`src/rtl/ysyx_23060184_clint.sv`:
```
// Core-local interruptor: a free-running 64-bit mtime, a 64-bit mtimecmp and
// the registered machine timer interrupt, exposed as an AXI4-lite-style
// responder on the shared data-side bus. Reads and writes run in independent
// FSMs and only respond when the data master is granted and the address is
// inside the 0xC000-byte window.
module ysyx_23060184_clint #(
  parameter logic [31:0] BASE            = 32'h0200_0000,
  parameter int          TICK_DIV        = 1,
  parameter int          GRANT_BIT       = 1,
  parameter int          NUM_ARB_MASTERS = 2
) (
  input  logic                       clk,
  input  logic                       rstn,
  input  logic [NUM_ARB_MASTERS-1:0] grant,
  input  logic [31:0]                araddr,
  input  logic                       arvalid,
  output logic                       aready,
  output logic [31:0]                rdata,
  output logic [1:0]                 rresp,
  output logic                       rvalid,
  input  logic                       rready,
  input  logic [31:0]                awaddr,
  input  logic                       awvalid,
  output logic                       awready,
  input  logic [31:0]                wdata,
  input  logic [3:0]                 wstrb,
  input  logic                       wvalid,
  output logic                       wready,
  output logic [1:0]                 bresp,
  output logic                       bvalid,
  input  logic                       bready,
  output logic                       mtip
);

  localparam logic [31:0] WIN_SIZE = 32'h0000_C000;
  localparam logic [1:0]  RESP_OK  = 2'b00;
  localparam logic [1:0]  RESP_DEC = 2'b11;

  // Word indices (offset >> 2) of the mapped registers.
  localparam logic [13:0] IDX_CMP_LO = 14'h1000;  // 0x4000
  localparam logic [13:0] IDX_CMP_HI = 14'h1001;  // 0x4004
  localparam logic [13:0] IDX_MT_LO  = 14'h2FFE;  // 0xBFF8
  localparam logic [13:0] IDX_MT_HI  = 14'h2FFF;  // 0xBFFC

  localparam int PW = (TICK_DIV > 1) ? $clog2(TICK_DIV) : 1;

  typedef enum logic { R_IDLE, R_RESP } rd_state_t;
  typedef enum logic { W_IDLE, W_RESP } wr_state_t;

  // ---------------------------------------------------------------------
  // State
  // ---------------------------------------------------------------------
  logic [63:0]   mtime_reg;
  logic [63:0]   mtimecmp_reg;
  logic [PW-1:0] prescaler_reg;
  logic          mtip_reg;

  rd_state_t     rd_state_reg, rd_state_next;
  logic [31:0]   rdata_reg;
  logic [1:0]    rresp_reg;

  wr_state_t     wr_state_reg, wr_state_next;
  logic          aw_got_reg;
  logic          w_got_reg;
  logic [13:0]   aw_idx_reg;
  logic [31:0]   wdata_reg;
  logic [3:0]    wstrb_reg;
  logic [1:0]    bresp_reg;

  // Only the data-master bit of grant matters here.
  logic unused_grant;
  assign unused_grant = ^grant;

  logic granted;
  assign granted = grant[GRANT_BIT];

  // ---------------------------------------------------------------------
  // Address decode
  // ---------------------------------------------------------------------
  logic [31:0] rd_off, aw_off;
  logic        rd_in_win, aw_in_win;
  logic        rd_sel, wr_sel;
  logic [13:0] rd_idx;

  assign rd_off    = araddr - BASE;
  assign aw_off    = awaddr - BASE;
  assign rd_in_win = (araddr >= BASE) && (rd_off < WIN_SIZE);
  assign aw_in_win = (awaddr >= BASE) && (aw_off < WIN_SIZE);
  assign rd_sel    = granted & rd_in_win;
  assign wr_sel    = granted & aw_in_win;
  assign rd_idx    = rd_off[15:2];

  // Register file read mux, always sampling pre-edge values.
  logic [31:0] rd_word;
  logic [1:0]  rd_word_resp;

  // Select the register addressed by araddr; unmapped offsets give DECERR and zero.
  always_comb begin
    rd_word      = 32'h0;
    rd_word_resp = RESP_DEC;
    case (rd_idx)
      IDX_CMP_LO: begin rd_word = mtimecmp_reg[31:0];  rd_word_resp = RESP_OK; end
      IDX_CMP_HI: begin rd_word = mtimecmp_reg[63:32]; rd_word_resp = RESP_OK; end
      IDX_MT_LO:  begin rd_word = mtime_reg[31:0];     rd_word_resp = RESP_OK; end
      IDX_MT_HI:  begin rd_word = mtime_reg[63:32];    rd_word_resp = RESP_OK; end
      default:    ;
    endcase
  end

  // ---------------------------------------------------------------------
  // Write channel handshakes and commit
  // ---------------------------------------------------------------------
  logic        aw_hs, w_hs, commit;
  logic [13:0] cm_idx;
  logic [31:0] cm_data;
  logic [3:0]  cm_strb;
  logic [31:0] cm_mask;
  logic        cm_mapped;
  logic        wr_cmp_lo, wr_cmp_hi, wr_mt_lo, wr_mt_hi;

  assign aw_hs  = awvalid & awready;
  assign w_hs   = wvalid & wready;
  // The commit happens on whichever edge completes the second handshake.
  assign commit = (wr_state_reg == W_IDLE) & (aw_got_reg | aw_hs) & (w_got_reg | w_hs);

  assign cm_idx  = aw_got_reg ? aw_idx_reg : aw_off[15:2];
  assign cm_data = w_got_reg  ? wdata_reg  : wdata;
  assign cm_strb = w_got_reg  ? wstrb_reg  : wstrb;

  // Expand byte strobes into a bit mask for the read-modify-write merge.
  genvar gi;
  generate
    for (gi = 0; gi < 4; gi++) begin : g_lane_mask
      assign cm_mask[8*gi +: 8] = {8{cm_strb[gi]}};
    end
  endgenerate

  assign wr_cmp_lo = commit & (cm_idx == IDX_CMP_LO);
  assign wr_cmp_hi = commit & (cm_idx == IDX_CMP_HI);
  assign wr_mt_lo  = commit & (cm_idx == IDX_MT_LO);
  assign wr_mt_hi  = commit & (cm_idx == IDX_MT_HI);
  assign cm_mapped = (cm_idx == IDX_CMP_LO) | (cm_idx == IDX_CMP_HI) |
                     (cm_idx == IDX_MT_LO)  | (cm_idx == IDX_MT_HI);

  function automatic logic [31:0] merge(input logic [31:0] old_word,
                                        input logic [31:0] new_word,
                                        input logic [31:0] mask);
    return (old_word & ~mask) | (new_word & mask);
  endfunction

  // ---------------------------------------------------------------------
  // Timer
  // ---------------------------------------------------------------------
  logic tick;
  assign tick = (prescaler_reg == PW'(TICK_DIV - 1));

  // Prescaler cycles 0..TICK_DIV-1; mtime advances on its terminal count.
  always_ff @(posedge clk or negedge rstn) begin
    if (!rstn) begin
      prescaler_reg <= '0;
    end else if (tick) begin
      prescaler_reg <= '0;
    end else begin
      prescaler_reg <= prescaler_reg + PW'(1);
    end
  end

  // mtime: a bus write wins over the increment on the same edge.
  always_ff @(posedge clk or negedge rstn) begin
    if (!rstn) begin
      mtime_reg <= 64'h0;
    end else if (wr_mt_lo) begin
      mtime_reg[31:0] <= merge(mtime_reg[31:0], cm_data, cm_mask);
    end else if (wr_mt_hi) begin
      mtime_reg[63:32] <= merge(mtime_reg[63:32], cm_data, cm_mask);
    end else if (tick) begin
      mtime_reg <= mtime_reg + 64'd1;
    end
  end

  // mtimecmp: byte-merged writes to either word.
  always_ff @(posedge clk or negedge rstn) begin
    if (!rstn) begin
      mtimecmp_reg <= 64'hFFFF_FFFF_FFFF_FFFF;
    end else begin
      if (wr_cmp_lo) mtimecmp_reg[31:0]  <= merge(mtimecmp_reg[31:0], cm_data, cm_mask);
      if (wr_cmp_hi) mtimecmp_reg[63:32] <= merge(mtimecmp_reg[63:32], cm_data, cm_mask);
    end
  end

  // Interrupt compares the pre-edge registers, so it lags by one cycle.
  always_ff @(posedge clk or negedge rstn) begin
    if (!rstn) begin
      mtip_reg <= 1'b0;
    end else begin
      mtip_reg <= (mtime_reg >= mtimecmp_reg);
    end
  end

  assign mtip = mtip_reg;

  // ---------------------------------------------------------------------
  // Read FSM
  // ---------------------------------------------------------------------
  // Read state register.
  always_ff @(posedge clk or negedge rstn) begin
    if (!rstn) begin
      rd_state_reg <= R_IDLE;
    end else begin
      rd_state_reg <= rd_state_next;
    end
  end

  // Read next-state and handshake outputs.
  always_comb begin
    rd_state_next = rd_state_reg;
    aready        = 1'b0;
    rvalid        = 1'b0;
    case (rd_state_reg)
      R_IDLE: begin
        aready = rd_sel;
        if (arvalid && rd_sel) rd_state_next = R_RESP;
      end
      R_RESP: begin
        rvalid = 1'b1;
        if (rready) rd_state_next = R_IDLE;
      end
      default: rd_state_next = R_IDLE;
    endcase
  end

  // Capture read data and response on the AR handshake and hold them.
  always_ff @(posedge clk or negedge rstn) begin
    if (!rstn) begin
      rdata_reg <= 32'h0;
      rresp_reg <= RESP_OK;
    end else if (rd_state_reg == R_IDLE && arvalid && aready) begin
      rdata_reg <= rd_word;
      rresp_reg <= rd_word_resp;
    end
  end

  assign rdata = rdata_reg;
  assign rresp = rresp_reg;

  // ---------------------------------------------------------------------
  // Write FSM
  // ---------------------------------------------------------------------
  // Write state register.
  always_ff @(posedge clk or negedge rstn) begin
    if (!rstn) begin
      wr_state_reg <= W_IDLE;
    end else begin
      wr_state_reg <= wr_state_next;
    end
  end

  // Write next-state and handshake outputs; W may arrive before, with or after AW.
  always_comb begin
    wr_state_next = wr_state_reg;
    awready       = 1'b0;
    wready        = 1'b0;
    bvalid        = 1'b0;
    case (wr_state_reg)
      W_IDLE: begin
        awready = ~aw_got_reg & wr_sel;
        wready  = ~w_got_reg & granted & (aw_got_reg | (awvalid & aw_in_win));
        if (commit) wr_state_next = W_RESP;
      end
      W_RESP: begin
        bvalid = 1'b1;
        if (bready) wr_state_next = W_IDLE;
      end
      default: wr_state_next = W_IDLE;
    endcase
  end

  // Latch each channel on its own handshake; record the response at commit.
  always_ff @(posedge clk or negedge rstn) begin
    if (!rstn) begin
      aw_got_reg <= 1'b0;
      w_got_reg  <= 1'b0;
      aw_idx_reg <= 14'h0;
      wdata_reg  <= 32'h0;
      wstrb_reg  <= 4'h0;
      bresp_reg  <= RESP_OK;
    end else if (wr_state_reg == W_IDLE) begin
      if (aw_hs) begin
        aw_got_reg <= 1'b1;
        aw_idx_reg <= aw_off[15:2];
      end
      if (w_hs) begin
        w_got_reg <= 1'b1;
        wdata_reg <= wdata;
        wstrb_reg <= wstrb;
      end
      if (commit) bresp_reg <= cm_mapped ? RESP_OK : RESP_DEC;
    end else if (bready) begin
      aw_got_reg <= 1'b0;
      w_got_reg  <= 1'b0;
    end
  end

  assign bresp = bresp_reg;

endmodule

```
`config.mk`:
```
export PLATFORM = sky130hd
export DESIGN_NAME = ysyx_23060184_clint
export DESIGN_NICKNAME = d
export VERILOG_FILES = /design/src/rtl/ysyx_23060184_clint.sv
export SDC_FILE = /design/constraint.sdc
export NUM_CORES = 1
export LEC_CHECK = 0
export CORE_MARGIN = 4
export CORE_UTILIZATION = 52
export DETAILED_ROUTE_END_ITERATION = 12
export GPL_TIMING_DRIVEN = 0
export PLACE_DENSITY = 0.78
export SETUP_SLACK_MARGIN = 0.1
export SYNTH_ARGS = -nofsm -noshare
export SYNTH_HDL_FRONTEND = slang
export SYNTH_SLANG_ARGS = --single-unit
```
`constraint.sdc`:
```
create_clock -name clk -period 2.65 [get_ports clk]
set_input_delay 0.53 -clock clk [delete_from_list [all_inputs] [get_ports clk]]
set_output_delay 0.53 -clock clk [all_outputs]
set_load 0.005 [all_outputs]
```
Word-level counts from Yosys, hierarchy flattened
Index checks and enable logic that the tools add are counted.
{ "totals": {"elab_cells": 114, "reg_bits": 220, "output_inout_bits": 42} }
{ "classes": {"bitwise": 35, "add_sub_neg": 4, "n_reduce_logical": 15, "muxes": 27, "n_lt_le_gt_ge": 5, "eq_ne": 12} }
{ "op_table": {"columns": ["cell", "n"], "rows": [
  ["$and 32x32->32", 5],
  ["$mux 32", 4],
  ["$or 32x32->32", 4],
  ["$pmux 32 s4", 1],
  ["$add 64x1->64 const B", 1],
  ["$ge 32x26->1 const B", 2],
  ["$ge 64x64->1", 1],
  ["$lt 32x16->1 const B", 2],
  ["$mux 64", 1],
  ["$sub 32x26->32 const B", 2],
  ["$eq 14x13->1 const B", 4],
  ["$eq 14x14->1 const B", 4],
  ["$not 32->32", 1],
  ["$mux 1", 15],
  ["$and 1x1->1", 14],
  ["$mux 14", 1],
  ["$reduce_and 2->1", 7],
  ["$or 1x1->1", 6],
  ["$logic_and 1x1->1", 5],
  ["$not 1->1", 5],
  ["$mux 2", 2],
  ["$mux 4", 1],
  ["$ne 2x1->1 const B", 2],
  ["$ne 2x2->1 const B", 2],
  ["4 further kinds", 6]
]} }

Logic depth before layout (Yosys ltp)
{ "logic_depth": {"depth_word": 13, "ltp_mapped": 12, "depth_no_buf": 9} }

Least setup slack after synthesis
No wires, ideal clock.
{ "synth_timing": {"path_kind": "input -> register", "from": "input port awaddr[25]", "to": "register with a tool-made name", "required_time_ns": 2.568, "path_buffers": 1, "arrival_time_ns": 2.746, "path_slack_ns": -0.178, "setup_ns": 0.082, "stages": 9, "path_cell_list": "inv_1 ha_1 nor4b_1 and4_1 clkbuf_1 a41oi_4 nor4_4 nand2_2 mux2_2"} }
{ "synth_rtl": {"columns": ["item", "line_no", "text"], "rows": [
  ["from (decl)", "22", "input logic [31:0] awaddr,"]
]} }

==> run metrics <==
Max IR drop VDD=around 0.38 mV; fmax=386 MHz; RD Place Congestion=approximately 0.98; min cycle time layout=approximately 2.6 ns; worst skew pair latency=0.54 ns; WL per Instance=~24 um; vias in the first global route=about 12000; Vias per Instance=about 6.5; Post-synth EDFFs=0; Critical Path Source=awaddr[16]; drt initial violations=1638; clock tree buffer depth=3; DRC=0; Vias=about 12000; Pre-antenna DRT Iters=7; filler cell count=1878; Num CTS Buffers=25; Core ar.=approximately 0.024 mm2; Max-slew headroom=35.5%; CP Class=primary input to flop; Design Area, Final=approximately 0.016 mm2; YS warnings=0; syn_nets=roughly 1500; Synth Register Bits=around 220; pwr/cell area=578 mW/mm2; final period utilization=97.9%; Worst-Margin Slew=0.940 ns; Placed Area=around 0.015 mm2; CP Launch Type=primary input; async set-reset flop share out of synthesis=100%; final WL=between 40000 and 50000 um; CTS Root Cell=clkbuf_16; R2R cell count=9; CTS tree=built; skew final=around 0.017 ns; Max FO, Critical Path=10; Worst EP arrival=about 3.0 ns; final hold viol count=0; first-pass GRT wire length=approximately 65000 um; RSZ-0062 raised after global routing=yes; Detail Route Antenna Nets=0; setup TNS=0 ns; Yosys cell types=66; crit path max-delay cell type=clkdlybuf4s50_1; sequential-to-total area share from yosys stat=42.8%; share of layout cells above drive strength 1=approximately a quarter; IO Port Bufs=144; Clock transition at path regs=roughly 0.060 ns; die width=165 um; starting density of the core=around 53%; Final #Nets=about 1700; Max Cap Viol=0; most frequent CP cell=buf_4; largest net degree at the start of global routing=roughly 110; # diodes=0; Worst path max stage delay=~0.40 ns; r2r setup slk=0.06 ns; LEAKAGE=roughly 7.4 nW; CP endpoint kind=flop; Syn Inst Count=about 1300; post-DP HPWL=30700 um; GRT Overall Usage=between 30 and 40%; hold_buf cts=0; critical path, cell by cell=clkdlybuf4s50_1, nor4_1, and4_1, clkbuf_8, buf_12, a41oi_4, nor2_4, buf_4, buf_4, a31oi_1, o21ai_0, o211ai_1; H-tree Lvls=1; DIE HEIGHT=roughly 170 um; syn avg cell area=approximately 10 um2; status=finished clean; antenna violations before repair=0; IO Pins=151; Sink Count=217; Hold/Removal Path Class=primary input to async pin; Post-Syn Area=0.0129 mm2; area grow syn2layout=28.2%; pins over their slew limit=0; ys flop type=dfrtp_1; total global routing overflow=0; die area=approximately 0.027 mm2; Final setup viols=0; row cnt=57; Data required, critical path=between 3 and 4 ns
## cell usage after synthesis (4+ instances only)
master    instances  area share (%)
buf_2             6            0.23
o21a_1            8            0.47
dfrtp_1         153              30
o21ai_0          72             2.8
or2_2             4            0.19
o31ai_1           4            0.23
a21oi_1          64             2.5
o32ai_1           5            0.34
nand4_1          27             1.3
a311oi_1         14            0.95
a21o_1           20             1.2
clkbuf_1         44             1.3
and3_1           14            0.68
and4_1            5            0.34
a22oi_1          13            0.76
nand4b_1          5            0.34
inv_1            85             2.5
nor2b_1           4            0.19
nand3_1          28             1.1
nand2_2           8            0.39
a211oi_1         34             2.0
nor4b_1           6            0.41
a31oi_1           6            0.29
mux2_2          107             9.4
o211ai_1          4            0.23
o22ai_1          11            0.54
nand2_1          99             2.9
nor2_1           74             2.2
dfstp_2          64              13
a22o_1           25             1.7
nor4_1           11            0.54
a221oi_1         18             1.2
a211o_1           5            0.34
buf_1             5            0.15
or4_1             4            0.23
a222oi_1         24             1.9
nor3_1           34             1.3
mux2i_1          47             3.7
ha_1             67             6.5
o21ai_1           4            0.16
and2_1           10            0.49
## logic make-up after synthesis
family	Yosys count	synth area share, %
AO/OA/AOI/OAI	352	19.4
AND/OR/NAND/NOR	348	13.8
flip-flops	217	42.8
multiplexers	154	13.0
buffers and inverters	144	4.36
adder cells (fa/ha/maj)	67	6.52
XOR/XNOR	1	0.0681
## where the power goes
| part | switching (mW) | leakage, nW | total (mW) | internal [mW] |
|---|---|---|---|---|
| registers | 0.249 | 2.60 | 3.90 | 3.66 |
| logic | 1.26 | 4.35 | 2.16 | 0.898 |
| clock network | 1.42 | 0.402 | 3.46 | 2.04 |
| total | 2.93 | 7.36 | 9.52 | 6.59 |
## area by class of cell
cell class	instances	area, um2	share of cell area (%)
clock inverter	6	62.6	0.380
timing repair buffer	191	1850	11.2
sequential	217	5530	33.5
inverter	85	332	2.01
buffer	59	367	2.22
multi-input combinational	922	7180	43.6
clock buffer	40	752	4.56
tap	324	405	2.46
## worst min path at each step
| stage | startpoint | to | slack [ns] |
|---|---|---|---|
| global placement | rdata[10] | rdata[10] | 0.46 |
| detailed placement | rdata[24] | rdata[24] | 0.47 |
| global route | rstn | rdata[2] | 0.10 |
| floorplan | rstn | async pin | 0.23 |
| CTS | rstn | rdata[2] | 0.09 |
| finish | rstn | rdata[2] | 0.02 |
## per-stage QoR
step                setup WS, ns  hold WS (ns)  util (%)  power [mW]  instances
CTS                      0.00682        0.0887      66.0        9.42       1818
detailed placement         -1.41         0.467      60.9        5.92       1752
floorplan                 0.0904         0.234         -        5.03       1283
global placement           -8.14         0.460      60.8        5.85       1751
global route              -0.111         0.104      67.8        9.85       1844
finish                    0.0563        0.0161      67.8        9.52       1844
## worst max-delay path: cells and delay by family
family,cells,cell delay [ns]
AND/OR/NAND/NOR,3,0.71
buffers and inverters,5,1.11
AO/OA/AOI/OAI,4,0.63
## what timing repair did
action	in CTS	in global routing
gates resized for setup	110	88
pin swaps	16	25
buffers inserted	20	26
setup endpoints to repair	213	170
## placed cells by master, fill, tap and decap left out, types with 27 or more instances in the layout
cell type	synthesis	routed
ha_1	67	65
dfstp_2	64	64
buf_4	3	48
nor2_1	74	68
mux2i_1	47	45
nand4_1	27	27
nand2_1	99	95
dfrtp_1	153	138
o21ai_0	72	68
inv_1	85	83
a21oi_1	64	60
nor3_1	34	28
mux2_2	107	106
clkdlybuf4s50_1	0	126
## per-layer routing
metal | global-route usage (%) | share of wire, % | vias to the layer above
li1 | - | - | 5287
met1 | 40.7 | 39 | 5817
met2 | 49.6 | 45 | 700
met3 | 7.77 | 11 | 132
met4 | 13.0 | 4.6 | 0
met5 | 0 | 0 | -
Note: power is estimated with default switching activity, not from simulation.
